## config.mk

```make
export PLATFORM = sky130hd
export DESIGN_NAME = rand_byte_buffer
export DESIGN_NICKNAME = d
export VERILOG_FILES = /design/src/rtl/rand_byte_buffer.sv
export SDC_FILE = /design/constraint.sdc
export NUM_CORES = 1
export LEC_CHECK = 0
export BUFFER_PORTS_ARGS = -buffer_cell sky130_fd_sc_hd__buf_2
export CELL_PAD_IN_SITES_DETAIL_PLACEMENT = 1
export CELL_PAD_IN_SITES_GLOBAL_PLACEMENT = 2
export CORE_MARGIN = 1.5
export CORE_UTILIZATION = 39
export DETAILED_ROUTE_END_ITERATION = 8
export PLACE_DENSITY = 0.87
export SETUP_SLACK_MARGIN = 0.15
export SYNTH_ARGS = -nofsm -noshare
export SYNTH_HDL_FRONTEND = slang
export SYNTH_SLANG_ARGS = --single-unit
```

## constraint.sdc

```tcl
create_clock -name clock -period 2.5 [get_ports clock]
set_clock_uncertainty 0.1 [all_clocks]
set_input_delay 0.25 -clock clock [delete_from_list [all_inputs] [get_ports clock]]
set_output_delay 0.25 -clock clock [all_outputs]
set_load 0.02 [all_outputs]
```

## src/rtl/rand_byte_buffer.sv

```systemverilog
`default_nettype none
// +----------------------------------------------------------------------------+
// | Module  : rand_byte_buffer                                                 |
// | Brief   : Edge-captured PRNG byte sink with repetition health test and FWFT |
// |           FIFO, drained by an out_valid/out_ready handshake.               |
// | Revision: 1.0                                                              |
// +----------------------------------------------------------------------------+
module rand_byte_buffer #(
  parameter int DEPTH     = 4,
  parameter int REP_LIMIT = 4,
  parameter int CNT_W     = 16
) (
  input  logic                     clock,
  input  logic                     reset_L,
  input  logic                     in_valid,
  input  logic [7:0]               in_data,
  input  logic                     out_ready,
  output logic                     out_valid,
  output logic [7:0]               out_data,
  output logic [$clog2(DEPTH):0]   fifo_count,
  output logic [CNT_W-1:0]         byte_cnt,
  output logic                     overflow,
  output logic                     health_err,
  input  logic                     clear_err
);

  localparam int                 c_PTR_W     = $clog2(DEPTH);
  localparam logic [c_PTR_W:0]   c_DEPTH     = (c_PTR_W + 1)'(DEPTH);
  localparam logic [c_PTR_W-1:0] c_PTR_ONE   = c_PTR_W'(1);
  localparam logic [c_PTR_W:0]   c_CNT_ONE   = (c_PTR_W + 1)'(1);
  localparam logic [3:0]         c_REP_LIMIT = 4'(REP_LIMIT);
  localparam logic [3:0]         c_RUN_MAX   = 4'hF;

  typedef enum logic [0:0] {
    ST_RUN   = 1'b0,
    ST_FAULT = 1'b1
  } state_t;

  state_t               r_state;
  logic                 r_valid_d;
  logic [3:0]           r_run;
  logic                 r_have_last;
  logic [7:0]           r_last;
  logic                 r_overflow;
  logic                 r_health_err;
  logic [7:0]           r_mem [DEPTH];
  logic [c_PTR_W-1:0]   r_wr_ptr;
  logic [c_PTR_W-1:0]   r_rd_ptr;
  logic [c_PTR_W:0]     r_count;
  logic [CNT_W-1:0]     r_byte_cnt;

  logic                 w_out_valid;
  logic                 w_cap;
  logic                 w_cap_run;
  logic                 w_repeat;
  logic [3:0]           w_run_next;
  logic                 w_fail;
  logic                 w_pop;
  logic                 w_has_room;
  logic                 w_push;
  logic                 w_drop;

  assign w_out_valid = (r_count != '0) && (r_state == ST_RUN);

  always_comb begin
    w_cap      = in_valid & ~r_valid_d;
    // clear_err wins over a simultaneous capture; FAULT ignores captures
    w_cap_run  = w_cap & (r_state == ST_RUN) & ~clear_err;
    w_repeat   = r_have_last & (in_data == r_last);
    w_run_next = 4'd1;
    if (w_repeat) begin
      w_run_next = (r_run == c_RUN_MAX) ? c_RUN_MAX : r_run + 4'd1;
    end
    w_fail     = w_cap_run & (w_run_next == c_REP_LIMIT);
    w_pop      = w_out_valid & out_ready & ~w_fail;
    // a full FIFO still accepts when the head leaves on the same edge
    w_has_room = (r_count != c_DEPTH) | w_pop;
    w_push     = w_cap_run & ~w_fail & w_has_room;
    w_drop     = w_cap_run & ~w_fail & ~w_has_room;
  end

  always_ff @(posedge clock or negedge reset_L) begin
    if (!reset_L) begin
      r_state      <= ST_RUN;
      r_valid_d    <= 1'b0;
      r_run        <= 4'd0;
      r_have_last  <= 1'b0;
      r_last       <= 8'h00;
      r_overflow   <= 1'b0;
      r_health_err <= 1'b0;
    end else begin
      r_valid_d <= in_valid;
      if (clear_err) begin
        r_state      <= ST_RUN;
        r_run        <= 4'd0;
        r_have_last  <= 1'b0;
        r_last       <= 8'h00;
        r_overflow   <= 1'b0;
        r_health_err <= 1'b0;
      end else if (w_cap_run) begin
        r_run       <= w_run_next;
        r_last      <= in_data;
        r_have_last <= 1'b1;
        if (w_fail) begin
          r_state      <= ST_FAULT;
          r_health_err <= 1'b1;
        end
        if (w_drop) begin
          r_overflow <= 1'b1;
        end
      end
    end
  end

  always_ff @(posedge clock or negedge reset_L) begin
    if (!reset_L) begin
      r_wr_ptr   <= '0;
      r_rd_ptr   <= '0;
      r_count    <= '0;
      r_byte_cnt <= '0;
    end else if (w_fail) begin
      // flush: read pointer catches up, any pop this cycle is void
      r_rd_ptr <= r_wr_ptr;
      r_count  <= '0;
    end else begin
      if (w_push) begin
        r_wr_ptr   <= r_wr_ptr + c_PTR_ONE;
        r_byte_cnt <= r_byte_cnt + CNT_W'(1);
      end
      if (w_pop) begin
        r_rd_ptr <= r_rd_ptr + c_PTR_ONE;
      end
      case ({w_push, w_pop})
        2'b10:   r_count <= r_count + c_CNT_ONE;
        2'b01:   r_count <= r_count - c_CNT_ONE;
        default: r_count <= r_count;
      endcase
    end
  end

  always_ff @(posedge clock) begin
    if (w_push) begin
      r_mem[r_wr_ptr] <= in_data;
    end
  end

  assign out_valid  = w_out_valid;
  assign out_data   = w_out_valid ? r_mem[r_rd_ptr] : 8'h00;
  assign fifo_count = r_count;
  assign byte_cnt   = r_byte_cnt;
  assign overflow   = r_overflow;
  assign health_err = r_health_err;

endmodule
`default_nettype wire
```

# Word-level counts from Yosys, hierarchy flattened
# Memories as Yosys holds them, arrays and structs flattened.
# Cells that the tools add are included.
[word_totals]
word_cells = 70
mem_bits_rw = 32
ff_bits = 39
mem_count = 1
[classes]
eq_ne = 6
n_bitwise = 16
reduce_logical = 10
add_sub_neg = 6
n_mux = 21
[mem_list]
columns = ["memory", "depth", "word_bits", "rd", "rd_clocked_by_memory_dff", "write_ports", "line_no", "source"]
rows = [
  ["r_mem", 4, 8, 1, 0, 1, "46", "logic [7:0] r_mem [DEPTH];"],
]
[ops]
columns = ["op", "count"]
rows = [
  ["two-way mux 8 bit", 3],
  ["adder 16 x 1 -> 16 bit (second input constant)", 1],
  ["two-way mux 4 bit", 4],
  ["bitwise AND 1 bit", 10],
  ["two-way mux 1 bit", 10],
  ["equality test 8 bit", 1],
  ["nonzero test 2 bit", 4],
  ["case mux 3 bit (2 select lines)", 1],
  ["AND reduction 2 bit", 3],
  ["nonzero test 3 bit", 2],
  ["inverter 1 bit", 5],
  ["adder 2 x 1 -> 2 bit (second input constant)", 2],
  ["adder 4 x 1 -> 4 bit (second input constant)", 1],
  ["equality test 4 x 3 -> 1 bit (second input constant)", 1],
  ["equality test 4 bit (second input constant)", 1],
  ["two-way mux 2 bit", 2],
  ["adder 3 x 1 -> 3 bit (second input constant)", 1],
  ["two-way mux 3 bit", 1],
  ["!= test 3 bit (second input constant)", 1],
  ["subtractor 3 x 1 -> 3 bit (second input constant)", 1],
  ["equality test 2 x 1 -> 1 bit (second input constant)", 1],
  ["equality test 2 bit (second input constant)", 1],
  ["logical AND 1 bit", 1],
  ["OR 1 bit", 1],
]

# Longest topological paths before layout
# Gate-level depths: netlist of run 1.
[depth]
depth_word = 13
ltp_mapped = 8
mapped_depth_nobuf = 8

# Worst setup path before layout of run 1
# Ideal clock, no wire load.
[synth_path]
path_kind = "flip-flop to flip-flop"
start = "reg, netlist name health_err"
end = "reg r_count[2], in the netlist fifo_count[2]"
period_less_slack_ns = 2.380
arrival_time_ns = 2.159
stages_incl_launch_ff = 9
path_slack_ns = 0.120
setup_ns = 0.121
path_cell_list = "dfrtp_1 nor3b_1 nand2b_1 nand2_1 inv_1 fa_1 mux2i_1 a21oi_1 o22a_1"
[synth_rtl]
columns = ["item", "line_no", "source"]
rows = [
  ["end signal, assigned", "134", "2'b10: r_count <= r_count + c_CNT_ONE;"],
  ["end signal, assigned", "135", "2'b01: r_count <= r_count - c_CNT_ONE;"],
  ["end signal, assigned", "136", "default: r_count <= r_count;"],
  ["end, declared", "49", "logic [c_PTR_W:0] r_count;"],
]

# Worst setup path in the final report of run 1
[layout_path]
start = "reg r_run[0]"
end = "reg r_count[0], in the netlist fifo_count[0]"
[layout_between]
elab_chain_cells = 12
elab_cells_between_ends = 16
cone_classes = "add/sub: 1; eq/ne: 4; mux: 4; bitwise: 6; reduce/logical: 1"
[layout_lines]
columns = ["item", "line_no", "source"]
rows = [
  ["start, declared", "41", "logic [3:0] r_run;"],
  ["start signal, assigned", "101", "r_run <= w_run_next;"],
  ["adder 4 x 1 -> 4 bit / equality test 4 bit (equally long branches)", "72", "w_run_next = (r_run == c_RUN_MAX) ? c_RUN_MAX : r_run + 4'd1;"],
  ["two-way mux 4 bit (*)", "72", ""],
  ["two-way mux 4 bit (*)", "71", "if (w_repeat) begin"],
  ["equality test 4 x 3 -> 1 bit (*)", "74", "w_fail = w_cap_run & (w_run_next == c_REP_LIMIT);"],
  ["bitwise AND 1 bit (*)", "74", ""],
  ["inverter 1 bit (no line)", "-", ""],
  ["bitwise AND 1 bit", "75", "w_pop = w_out_valid & out_ready & ~w_fail;"],
  ["OR 1 bit", "77", "w_has_room = (r_count != c_DEPTH) | w_pop;"],
  ["bitwise AND 1 bit", "78", "w_push = w_cap_run & ~w_fail & w_has_room;"],
  ["equality test 2 x 1 -> 1 bit / equality test 2 bit (equally long branches)", "133", "case ({w_push, w_pop})"],
  ["case mux 3 bit (2 select lines)", "133", ""],
  ["two-way mux 3 bit", "121", "end else if (w_fail) begin"],
]
# Mark *: on every way between the ends. The rest lies on a longest branch, timed or not.
# A chain may end at the register's enable or synchronous reset.

==> impl_metrics.py, run 1 <==
metrics = {
    "setup_path": {
        "worstPathRequired_ns": 2.64,
        "maximum_fanout_along_the_worst_path": 9,
        "path_depth": 7,
        "crit_start": "r_run[0]",
        "setup.worst_path.start_class": "flop",
        "worst_path_largest_cell_delay_ns": 0.46,
        "worst-r2r-cell-count": 7,
        "worstSetupPathType": "reg2reg",
        "slowest_stage_cell_on_the_critical_path": "dfrtp_1",
        "critPathArrivalTime_ns": 2.37,
        "cp_cell_sequence": "ha_4 > nor4b_4 > nor3_2 > nor4_4 > buf_6 > o21ai_0 > mux2_2",
        "regToRegStartpoint": "r_run[0]",
        "critical_path.top_delay_family": "simple AND/OR/NAND/NOR gates",
        "path_buf_inv": 1,
        "end_kind": "flop",
    },
    "detailed_routing": {
        "final_routed_wirelength_across_all_metal_layers_um": 7646,
        "number_of_optimization_iterations_in_the_first_detailed_route_pass": 4,
        "route.detailed.vias_per_inst": 5.286,
        "via_count": 2310,
        "first_iteration_detailed_routing_drc_count": 39,
        "detail_route.wl_per_cell_um": 17.50,
        "remaining_drc_errors": 0,
        "drt.antenna.violating_nets": 0,
    },
    "clocking": {
        "tritoncts_clock_tree": "built",
        "cts.reportedPaths.clkPinSlew_ns": 0.08,
        "clk_lat_worst_skew_ns": 0.35,
        "tritoncts.num_buffers": 9,
        "clock-sinks": 71,
        "htreeDepth": 3,
        "cts.path.max_buffers": 2,
        "cts_root_buf": "clkbuf_8",
    },
    "timing": {
        "max_transition_viols_final": 0,
        "post-route-min-period_ns": 2.234,
        "worst_slew_margin_rel_pct": 38.89,
        "timing.final.crit_share_pct": 89.38,
        "worst_pin_slew_ns": 0.9166,
        "final.setup.tns_ns": 0,
        "setup_repair_after_global_routing_missed_its_margin": "no",
        "clock.fmax_mhz": 447.5,
        "hold_viol": 0,
        "finalHoldWorstSlack_ns": 0.07669,
        "finalSetupViolCount": 0,
    },
    "global_route": {
        "antenna_found_initial": 0,
        "grt_first_pass_wirelength_um": 12740,
        "groute.usage.overall_pct": 18.94,
        "via_count_of_the_first_global_routing_pass": 2429,
        "grt_start_max_net_pins": 40,
        "grt-ovfl-total": 0,
    },
    "power_and_ir_drop": {
        "sw_frac_of_total_pct": 34.38,
        "power_per_cell_area_mw_per_mm2": 900.7,
        "cellInternalPower_mw": 2.390,
        "switching_power_mw": 1.252,
        "power.share.clock_pct": 28.0,
        "vdd_ir_drop_max_mv": 0.2590,
        "seq_power_share_pct": 43.0,
        "leakage_nw": 1.732,
        "gate_power_share_pct": 29.0,
    },
    "yosys": {
        "synth_cell_types": 45,
        "synth-compound-area-share_pct": 4.279,
        "synth-seq-cells": 71,
        "mux_share_of_post_synthesis_cell_area_pct": 7.320,
        "synth-simple-area-share_pct": 18.88,
        "ys_dominant_reg_cell": "dfrtp_1",
        "synth_fa_ha_area_share_pct": 2.853,
        "yosys.area.top_type": "dfrtp_1",
        "synth_top_cell_area_share_pct": 29.28,
        "synth_warn": 0,
        "synthesis.area_per_instance_sq_um": 12.48,
        "async_reset_ff_share_pct": 54.93,
        "synthesis.nets": 287,
        "syn_inst": 267,
        "mappedNetlistArea_sq_mm": 0.003333,
        "synth_xor_area_share_pct": 6.832,
        "synth_edf_count": 32,
        "main_combinational_cell_family_by_area_after_synthesis": "simple AND/OR/NAND/NOR gates",
        "ys_top_cells_by_area": "dfrtp_1 (29%), edfxtp_1 (29%), mux4_2 (5.4%)",
        "synth_seq_area_share_pct": 58.11,
    },
    "floorplan": {
        "die_span_x_um": 95.45,
        "floorplan.rows": 33,
        "die_area_sq_mm": 0.009111,
        "start_util_pct": 40.36,
        "ioPinCount": 43,
        "fp.coreArea_sq_mm": 0.008258,
        "chipHeight_um": 95.45,
    },
    "run": {
        "maxCapViolations": 0,
    },
    "status": {
        "outcome": "finished clean",
    },
    "placement": {
        "dp_hpwl_um": 5324,
        "gpl.final_weighted_congestion": 0.7571,
        "placedCellCount": 414,
        "place_area_sq_mm": 0.003705,
        "placement.io_buffers": 42,
    },
    "worst_hold_path": {
        "hold-path-cell-count": 1,
        "hold_path.startpoint": "in_data[0]",
        "hp-class": "in2reg",
    },
    "layout": {
        "drive_gt1_share_pct": 30.42,
        "stdcell_count": 437,
        "layout.cells.most_common": "buf_2",
        "final_nets": 347,
        "most-common-layout-cells": "buf_2 (42), nand2_1 (38), dfrtp_1 (38), edfxtp_1 (32), xor2_1 (16)",
        "layout-area-overhead-vs-synth_pct": 21.32,
        "antenna-diode-count": 0,
        "final_instance_area_sq_mm": 0.004044,
    },
}
-- cell usage after synthesis, types with 4 or more instances --
library cell and number:
nand2_1 38, nor2b_1 9, nand4_1 6, dfrtp_1 39
mux4_2 8, nor4_1 6, nand3_1 7, inv_1 6
xnor2_1 10, xor2_1 16, a21oi_1 13, o21ai_0 4
clkbuf_1 5, ha_1 6, nor2_1 7, nor3_1 13
and2_1 4, edfxtp_1 32
-- what timing repair did --
item / CTS / global route
hold endpoints to repair: 40 / 0
setup buffers: 3 / 2
setup endpoints to repair: 35 / 54
hold buffers: 2 / 0
resized for setup: 6 / 8
-- area by class of cell --
| cell class | count | area (sq um) |
|---|---|---|
| Inverter | 6 | 22.52 |
| Fill cell | 896 | 4214 |
| Multi-Input combinational cell | 182 | 1389 |
| Clock buffer | 9 | 123.9 |
| Clock inverter | 7 | 95.09 |
| Tap cell | 105 | 131.4 |
| Timing Repair Buffer | 57 | 344.1 |
| Sequential cell | 71 | 1938 |
-- final timing paths --
path / end / slack, ns
setup / recovery: fifo_count[0] / 0.27
hold / removal: r_mem[1][0] / 0.08
setup reg to reg: fifo_count[0] / 0.27
hold reg to reg: byte_cnt[15] / 0.37
max in group asynchronous: r_rd_ptr[0] / 1.23
min in group asynchronous: fifo_count[0] / 0.46
-- power groups by stage --
stage / sequential, mW / clock (mW) / combinational, mW
6_report: 1.56 / 1.02 / 1.06
4_1_cts: 1.56 / 1.04 / 1.07
5_1_grt: 1.59 / 1.08 / 1.17
2_1_floorplan: 1.55 / 0 / 0.717
3_3_place_gp: 1.57 / 0 / 1.00
3_5_place_dp: 1.59 / 0 / 1.05
-- per-stage QoR --
stage               setup slack, ns  util, %  power [mW]
CTS                          0.1354    48.30       3.673
finish                       0.2656    48.97       3.642
floorplan                    0.1741        -       2.271
global placement             0.1192    44.86       2.577
global route                 0.1820    48.97       3.851
detailed placement          0.01944    44.86       2.634
-- logic make-up after synthesis --
group                    after synthesis
AND/OR/NAND/NOR                      111
flip-flops                            71
XOR/XNOR                              26
AO/OA/AOI/OAI                         24
buffers and inverters                 14
multiplexers                          14
adder cells (fa/ha/maj)                7
-- worst reg2reg max path, stage by stage (launching register included) --
cell and delay [ns]:
dfrtp_1 0.46, ha_4 0.22, nor4b_4 0.30, nor3_2 0.09
nor4_4 0.34, buf_6 0.20, o21ai_0 0.13, mux2_2 0.29
-- metal layers --
| layer | part of all wire [%] | global-route usage [%] | wire length [um] | vias to the layer above |
|---|---|---|---|---|
| li1 | - | - | - | 1088 |
| met2 | 49 | 30.67 | 3749 | 45 |
| met1 | 45 | 24.48 | 3467 | 1161 |
| met3 | 3.2 | 3.509 | 245 | 16 |
| met5 | 0 | 0 | 0 | - |
| met4 | 2.4 | 9.069 | 183 | 0 |
-- sequential cells by signal, summed over array words and instances (netlist names), 2 cells and up --
register    flops
r_rd_ptr        2
byte_cnt       16
r_last          8
r_run           4
r_mem          32
fifo_count      3
r_wr_ptr        2
Power figures use the tool's default switching activity.
==> inputs of run 2 (changes only) <==
--- a/config.mk
+++ b/config.mk
@@ -8,6 +8,7 @@
 export BUFFER_PORTS_ARGS = -buffer_cell sky130_fd_sc_hd__buf_2
 export CELL_PAD_IN_SITES_DETAIL_PLACEMENT = 1
 export CELL_PAD_IN_SITES_GLOBAL_PLACEMENT = 2
+export CORE_ASPECT_RATIO = 1.25
 export CORE_MARGIN = 1.5
 export CORE_UTILIZATION = 39
 export DETAILED_ROUTE_END_ITERATION = 8
==> constraint.sdc (replaced) <==
create_clock -name clock -period 2.5 [get_ports clock]
set_clock_uncertainty 0.1 [all_clocks]
set_input_delay 0.5 -clock clock [delete_from_list [all_inputs] [get_ports clock]]
set_output_delay 0.5 -clock clock [all_outputs]
set_load 0.02 [all_outputs]
==> impl_metrics.py, run 2 (synthesis results as in run 1) <==
metrics = {
    "setup_path": {
        "r2r_setup_slack_ns": 0.32,
        "end_kind": "output port",
        "maximum_fanout_along_the_worst_path": 10,
        "worstSetupPathType": "reg2out",
        "setup.worst_path.start_class": "flop",
        "regToRegStartpoint": "health_err",
        "worst_r2r_endpoint": "fifo_count[2]",
        "worstPathRequired_ns": 1.90,
        "critPathArrivalTime_ns": 1.67,
        "crit_start": "r_rd_ptr[0]",
        "worst-r2r-cell-count": 8,
        "critical_path.endpoint": "out_data[5]",
    },
    "run": {
        "maxCapViolations": 0,
    },
    "timing": {
        "worst_slew_margin_rel_pct": 64.99,
        "worst_pin_slew_ns": 0.5212,
        "post-route-min-period_ns": 2.271,
        "clock.fmax_mhz": 440.2,
        "timing.final.crit_share_pct": 90.86,
        "post_route_setup_slack_ns": 0.2286,
        "finalHoldWorstSlack_ns": 0.2155,
        "finalSetupViolCount": 0,
        "setup_repair_after_global_routing_missed_its_margin": "yes",
        "hold_viol": 0,
        "max_transition_viols_final": 0,
        "final.setup.tns_ns": 0,
    },
    "power_and_ir_drop": {
        "gate_power_share_pct": 31.4,
        "sw_frac_of_total_pct": 34.70,
        "total_power_of_the_final_layout_mw": 3.538,
        "leakage_nw": 1.722,
        "power_per_cell_area_mw_per_mm2": 882.0,
        "power.share.clock_pct": 25.7,
        "vdd_ir_drop_max_mv": 0.4374,
        "seq_power_share_pct": 42.9,
        "switching_power_mw": 1.228,
        "cellInternalPower_mw": 2.310,
    },
    "detailed_routing": {
        "final_routed_wirelength_across_all_metal_layers_um": 7534,
        "drt.antenna.violating_nets": 0,
        "via_count": 2339,
        "detail_route.wl_per_cell_um": 17.48,
        "remaining_drc_errors": 0,
        "route.detailed.vias_per_inst": 5.427,
        "number_of_optimization_iterations_in_the_first_detailed_route_pass": 4,
        "first_iteration_detailed_routing_drc_count": 83,
    },
    "floorplan": {
        "chipHeight_um": 106.4,
        "die_area_sq_mm": 0.009114,
        "fp.coreArea_sq_mm": 0.008287,
        "ioPinCount": 43,
        "die_span_x_um": 85.69,
        "floorplan.rows": 37,
        "start_util_pct": 40.22,
    },
    "clocking": {
        "cts.reportedPaths.clkPinSlew_ns": 0.08,
        "cts_root_buf": "clkbuf_8",
        "clk_lat_worst_skew_ns": 0.35,
        "htreeDepth": 3,
        "clock-sinks": 71,
        "cts.path.max_buffers": 2,
        "tritoncts_clock_tree": "built",
        "tritoncts.num_buffers": 9,
    },
    "layout": {
        "layout.cells.most_common": "buf_2",
        "stdcell_count": 431,
        "layout-area-overhead-vs-synth_pct": 20.35,
        "final_nets": 349,
        "fillers": 871,
        "register_with_the_most_flip_flops": "r_mem",
        "most-common-layout-cells": "buf_2 (42), dfrtp_1 (39), nand2_1 (38), edfxtp_1 (32), xor2_1 (16)",
        "finalCoreUtilization_pct": 48.41,
        "largest_reg_flops": 32,
        "antenna-diode-count": 0,
        "final_instance_area_sq_mm": 0.004011,
        "drive_gt1_share_pct": 30.54,
    },
    "global_route": {
        "antenna_found_initial": 0,
        "grt_first_pass_wirelength_um": 12390,
        "grt_start_max_net_pins": 18,
        "met3_usage_pct": 4.736,
        "top_usage_layer": "met2",
        "grt-ovfl-total": 0,
        "groute.usage.overall_pct": 18.14,
        "grt.met1_usage_pct": 21.32,
        "via_count_of_the_first_global_routing_pass": 2444,
        "grt_util_met2_pct": 31.21,
    },
    "placement": {
        "dp_hpwl_um": 5580,
        "post_placement_setup_slack_ns": 0.09174,
        "gpl.final_weighted_congestion": 0.7794,
        "placement.io_buffers": 42,
        "placedCellCount": 411,
        "place_area_sq_mm": 0.003732,
    },
    "worst_hold_path": {
        "hp-class": "in2reg",
    },
    "status": {
        "outcome": "finished clean",
    },
}
==> run 2: worst min-delay path by stage <==
stage,from,end,cells past startpoint
3_3_place_gp,reset_L,r_wr_ptr[0],1
5_1_grt,in_valid,r_valid_d,1
6_report,in_valid,r_valid_d,1
3_5_place_dp,reset_L,r_rd_ptr[0],1
4_1_cts,in_valid,r_valid_d,1
2_1_floorplan,reset_L,byte_cnt[0],0
==> run 2: power groups by stage <==
| stage | Sequential, mW | Combinational (mW) | Clock, mW |
|---|---|---|---|
| floorplan | 1.55 | 0.717 | 0 |
| global placement | 1.53 | 1.05 | 0 |
| detailed placement | 1.54 | 1.10 | 0 |
| CTS | 1.52 | 1.10 | 0.941 |
| global route | 1.54 | 1.22 | 0.977 |
| finish | 1.52 | 1.11 | 0.910 |
==> run 2: final cells by class <==
class                           instances  area (sq um)  area share, %
Multi-Input combinational cell        182          1381          34.44
Timing Repair Buffer                   59         351.6          8.765
Inverter                                6         22.52         0.5614
Tap cell                               97         121.4          3.026
Clock buffer                            9         123.9          3.088
Sequential cell                        71          1937          48.28
Clock inverter                          7         73.82          1.840
==> run 2: layer usage <==
| layer | part of all wire, % | routed length [um] |
|---|---|---|
| met5 | 0 | 0 |
| met4 | 1.4 | 103 |
| met3 | 3.4 | 256 |
| met2 | 54 | 4040 |
| met1 | 42 | 3134 |
==> run 2: worst max-delay path: stages (launching register included) <==
cell and delay [ns]:
dfrtp_1 0.36, buf_8 0.16, mux4_2 0.50, nor2b_1 0.14, buf_2 0.16
==> run 2: repair_timing <==
action / 4_1_cts / 5_1_grt
endpoints found under the hold margin: 12 / 0
buffers inserted: 0 / 3
pin swaps: 0 / 1
hold buffers: 1 / 0
resized for setup: 6 / 7
endpoints found under the setup margin: 36 / 50
==> inputs of run 3 (changes only) <==
--- a/config.mk
+++ b/config.mk
@@ -5,7 +5,7 @@
 export SDC_FILE = /design/constraint.sdc
 export NUM_CORES = 1
 export LEC_CHECK = 0
-export BUFFER_PORTS_ARGS = -buffer_cell sky130_fd_sc_hd__buf_2
+export BUFFER_PORTS_ARGS = -buffer_cell sky130_fd_sc_hd__clkbuf_2
 export CELL_PAD_IN_SITES_DETAIL_PLACEMENT = 1
 export CELL_PAD_IN_SITES_GLOBAL_PLACEMENT = 2
 export CORE_ASPECT_RATIO = 1.25
==> impl_metrics.py, run 3 (synthesis results as in run 1) <==
metrics = {
    "floorplan": {
        "start_util_pct": 40.22,
        "fp.coreArea_sq_mm": 0.008287,
        "floorplan.rows": 37,
        "ioPinCount": 43,
        "chipHeight_um": 106.4,
        "die_area_sq_mm": 0.009114,
        "die_span_x_um": 85.69,
    },
    "setup_path": {
        "maximum_fanout_along_the_worst_path": 10,
        "slowest_stage_cell_on_the_critical_path": "mux4_2",
        "worst_path_largest_cell_delay_ns": 0.50,
        "worstPathRequired_ns": 1.90,
        "worstSetupPathType": "reg2out",
        "worst-r2r-cell-count": 7,
        "critPathArrivalTime_ns": 1.67,
        "end_kind": "output port",
        "cp_cell_sequence": "buf_12 > mux4_2 > nor2b_1 > clkbuf_2",
        "setup.worst_path.start_class": "flop",
    },
    "timing": {
        "clock.fmax_mhz": 440.3,
        "finalHoldWorstSlack_ns": 0.2276,
        "max_transition_viols_final": 0,
        "post-route-min-period_ns": 2.271,
        "setup_repair_after_global_routing_missed_its_margin": "no",
        "worst_slew_margin_rel_pct": 67.89,
        "worst_pin_slew_ns": 0.4780,
        "final.setup.tns_ns": 0,
        "post_route_setup_slack_ns": 0.2289,
        "timing.final.crit_share_pct": 90.84,
        "finalSetupViolCount": 0,
        "hold_viol": 0,
    },
    "placement": {
        "placedCellCount": 411,
        "gpl.final_weighted_congestion": 0.7454,
        "placement.io_buffers": 42,
        "place_area_sq_mm": 0.003732,
        "post_placement_setup_slack_ns": 0.09110,
        "dp_hpwl_um": 5320,
    },
    "clocking": {
        "cts.reportedPaths.clkPinSlew_ns": 0.08,
        "htreeDepth": 3,
        "clk_lat_worst_skew_ns": 0.35,
        "clock-sinks": 71,
        "cts_root_buf": "clkbuf_8",
        "tritoncts_clock_tree": "built",
        "tritoncts.num_buffers": 9,
        "cts.path.max_buffers": 2,
    },
    "layout": {
        "largest_reg_flops": 32,
        "layout.area.seq_sq_mm": 0.001937,
        "fillers": 875,
        "most-common-layout-cells": "clkbuf_2 (42), dfrtp_1 (39), nand2_1 (38), edfxtp_1 (32), xor2_1 (16)",
        "finalCoreUtilization_pct": 48.14,
        "layout-area-overhead-vs-synth_pct": 19.67,
        "multi_input_area_sq_mm": 0.001380,
        "final_nets": 348,
        "register_with_the_most_flip_flops": "r_mem",
        "layout.cells.most_common": "clkbuf_2",
        "drive_gt1_share_pct": 30.63,
        "stdcell_count": 430,
        "antenna-diode-count": 0,
        "final_instance_area_sq_mm": 0.003989,
    },
    "global_route": {
        "grt_start_max_net_pins": 18,
        "via_count_of_the_first_global_routing_pass": 2449,
        "grt_first_pass_wirelength_um": 11980,
        "antenna_found_initial": 0,
        "groute.usage.overall_pct": 16.82,
        "grt-ovfl-total": 0,
    },
    "power_and_ir_drop": {
        "leakage_nw": 1.705,
        "total_power_of_the_final_layout_mw": 3.473,
        "power_per_cell_area_mw_per_mm2": 870.7,
        "vdd_ir_drop_max_mv": 0.4383,
    },
    "detailed_routing": {
        "first_iteration_detailed_routing_drc_count": 93,
        "route.detailed.vias_per_inst": 5.426,
        "drt.antenna.violating_nets": 0,
        "detail_route.wl_per_cell_um": 17.17,
        "remaining_drc_errors": 0,
        "number_of_optimization_iterations_in_the_first_detailed_route_pass": 4,
        "final_routed_wirelength_across_all_metal_layers_um": 7382,
        "via_count": 2333,
    },
    "worst_hold_path": {
        "hold-path-cell-count": 1,
        "hp-class": "in2reg",
    },
    "status": {
        "outcome": "finished clean",
    },
    "run": {
        "maxCapViolations": 0,
    },
}
==> run 3: cell count changes in the layout (fill, tap and decap cells not counted), sizes merged <==
cell / delta
clkbuf: +42
buf: -43
inv: +2
clkinv: -1
bufinv: -1
==> run 3: layer usage <==
metal  track usage [%]  up-vias  wire length (um)
li1                  -     1088                 -
met1             20.13     1173              3172
met2             29.87       58              3865
met3             3.494       14               238
met4             5.530        0               106
met5                 0        -                 0
==> run 3: repair_timing <==
action / in CTS / in global routing
pin swaps: 0 / 1
setup endpoints to repair: 29 / 52
endpoints found under the hold margin: 14 / 0
gates cloned: 0 / 1
hold buffers: 1 / 0
buffers inserted: 0 / 1
gates resized for setup: 4 / 12
==> run 3: path summary, 6_finish.rpt <==
kind	start	end	slack [ns]
max in group asynchronous	reset_L	byte_cnt[9]	1.24
min	in_valid	r_valid_d	0.23
max	r_rd_ptr[0]	out_data[6]	0.23
max reg2reg	r_run[1]	byte_cnt[5]	0.25
min in group asynchronous	reset_L	fifo_count[0]	0.50
min reg2reg	byte_cnt[15]	byte_cnt[15]	0.37
==> run 3: layout make-up <==
cell class | count | area share (%)
Clock inverter | 7 | 1.443
Inverter | 6 | 0.5646
Sequential cell | 71 | 48.56
Timing Repair Buffer | 58 | 8.689
Multi-Input combinational cell | 182 | 34.60
Clock buffer | 9 | 3.105
Tap cell | 97 | 3.043
==> run 3: power breakdown <==
group	internal, mW	total (mW)	switching, mW
clock	0.369	0.842	0.473
combinational	0.494	1.10	0.610
sequential	1.35	1.53	0.174
total	2.22	3.47	1.26
==> run 3: critical path, delay by kind of cell (launching register included) <==
family	cells	cell delay (ns)
buffers and inverters	2	0.31
DFF	1	0.38
muxes	1	0.50
and+or+nand+nor	1	0.14
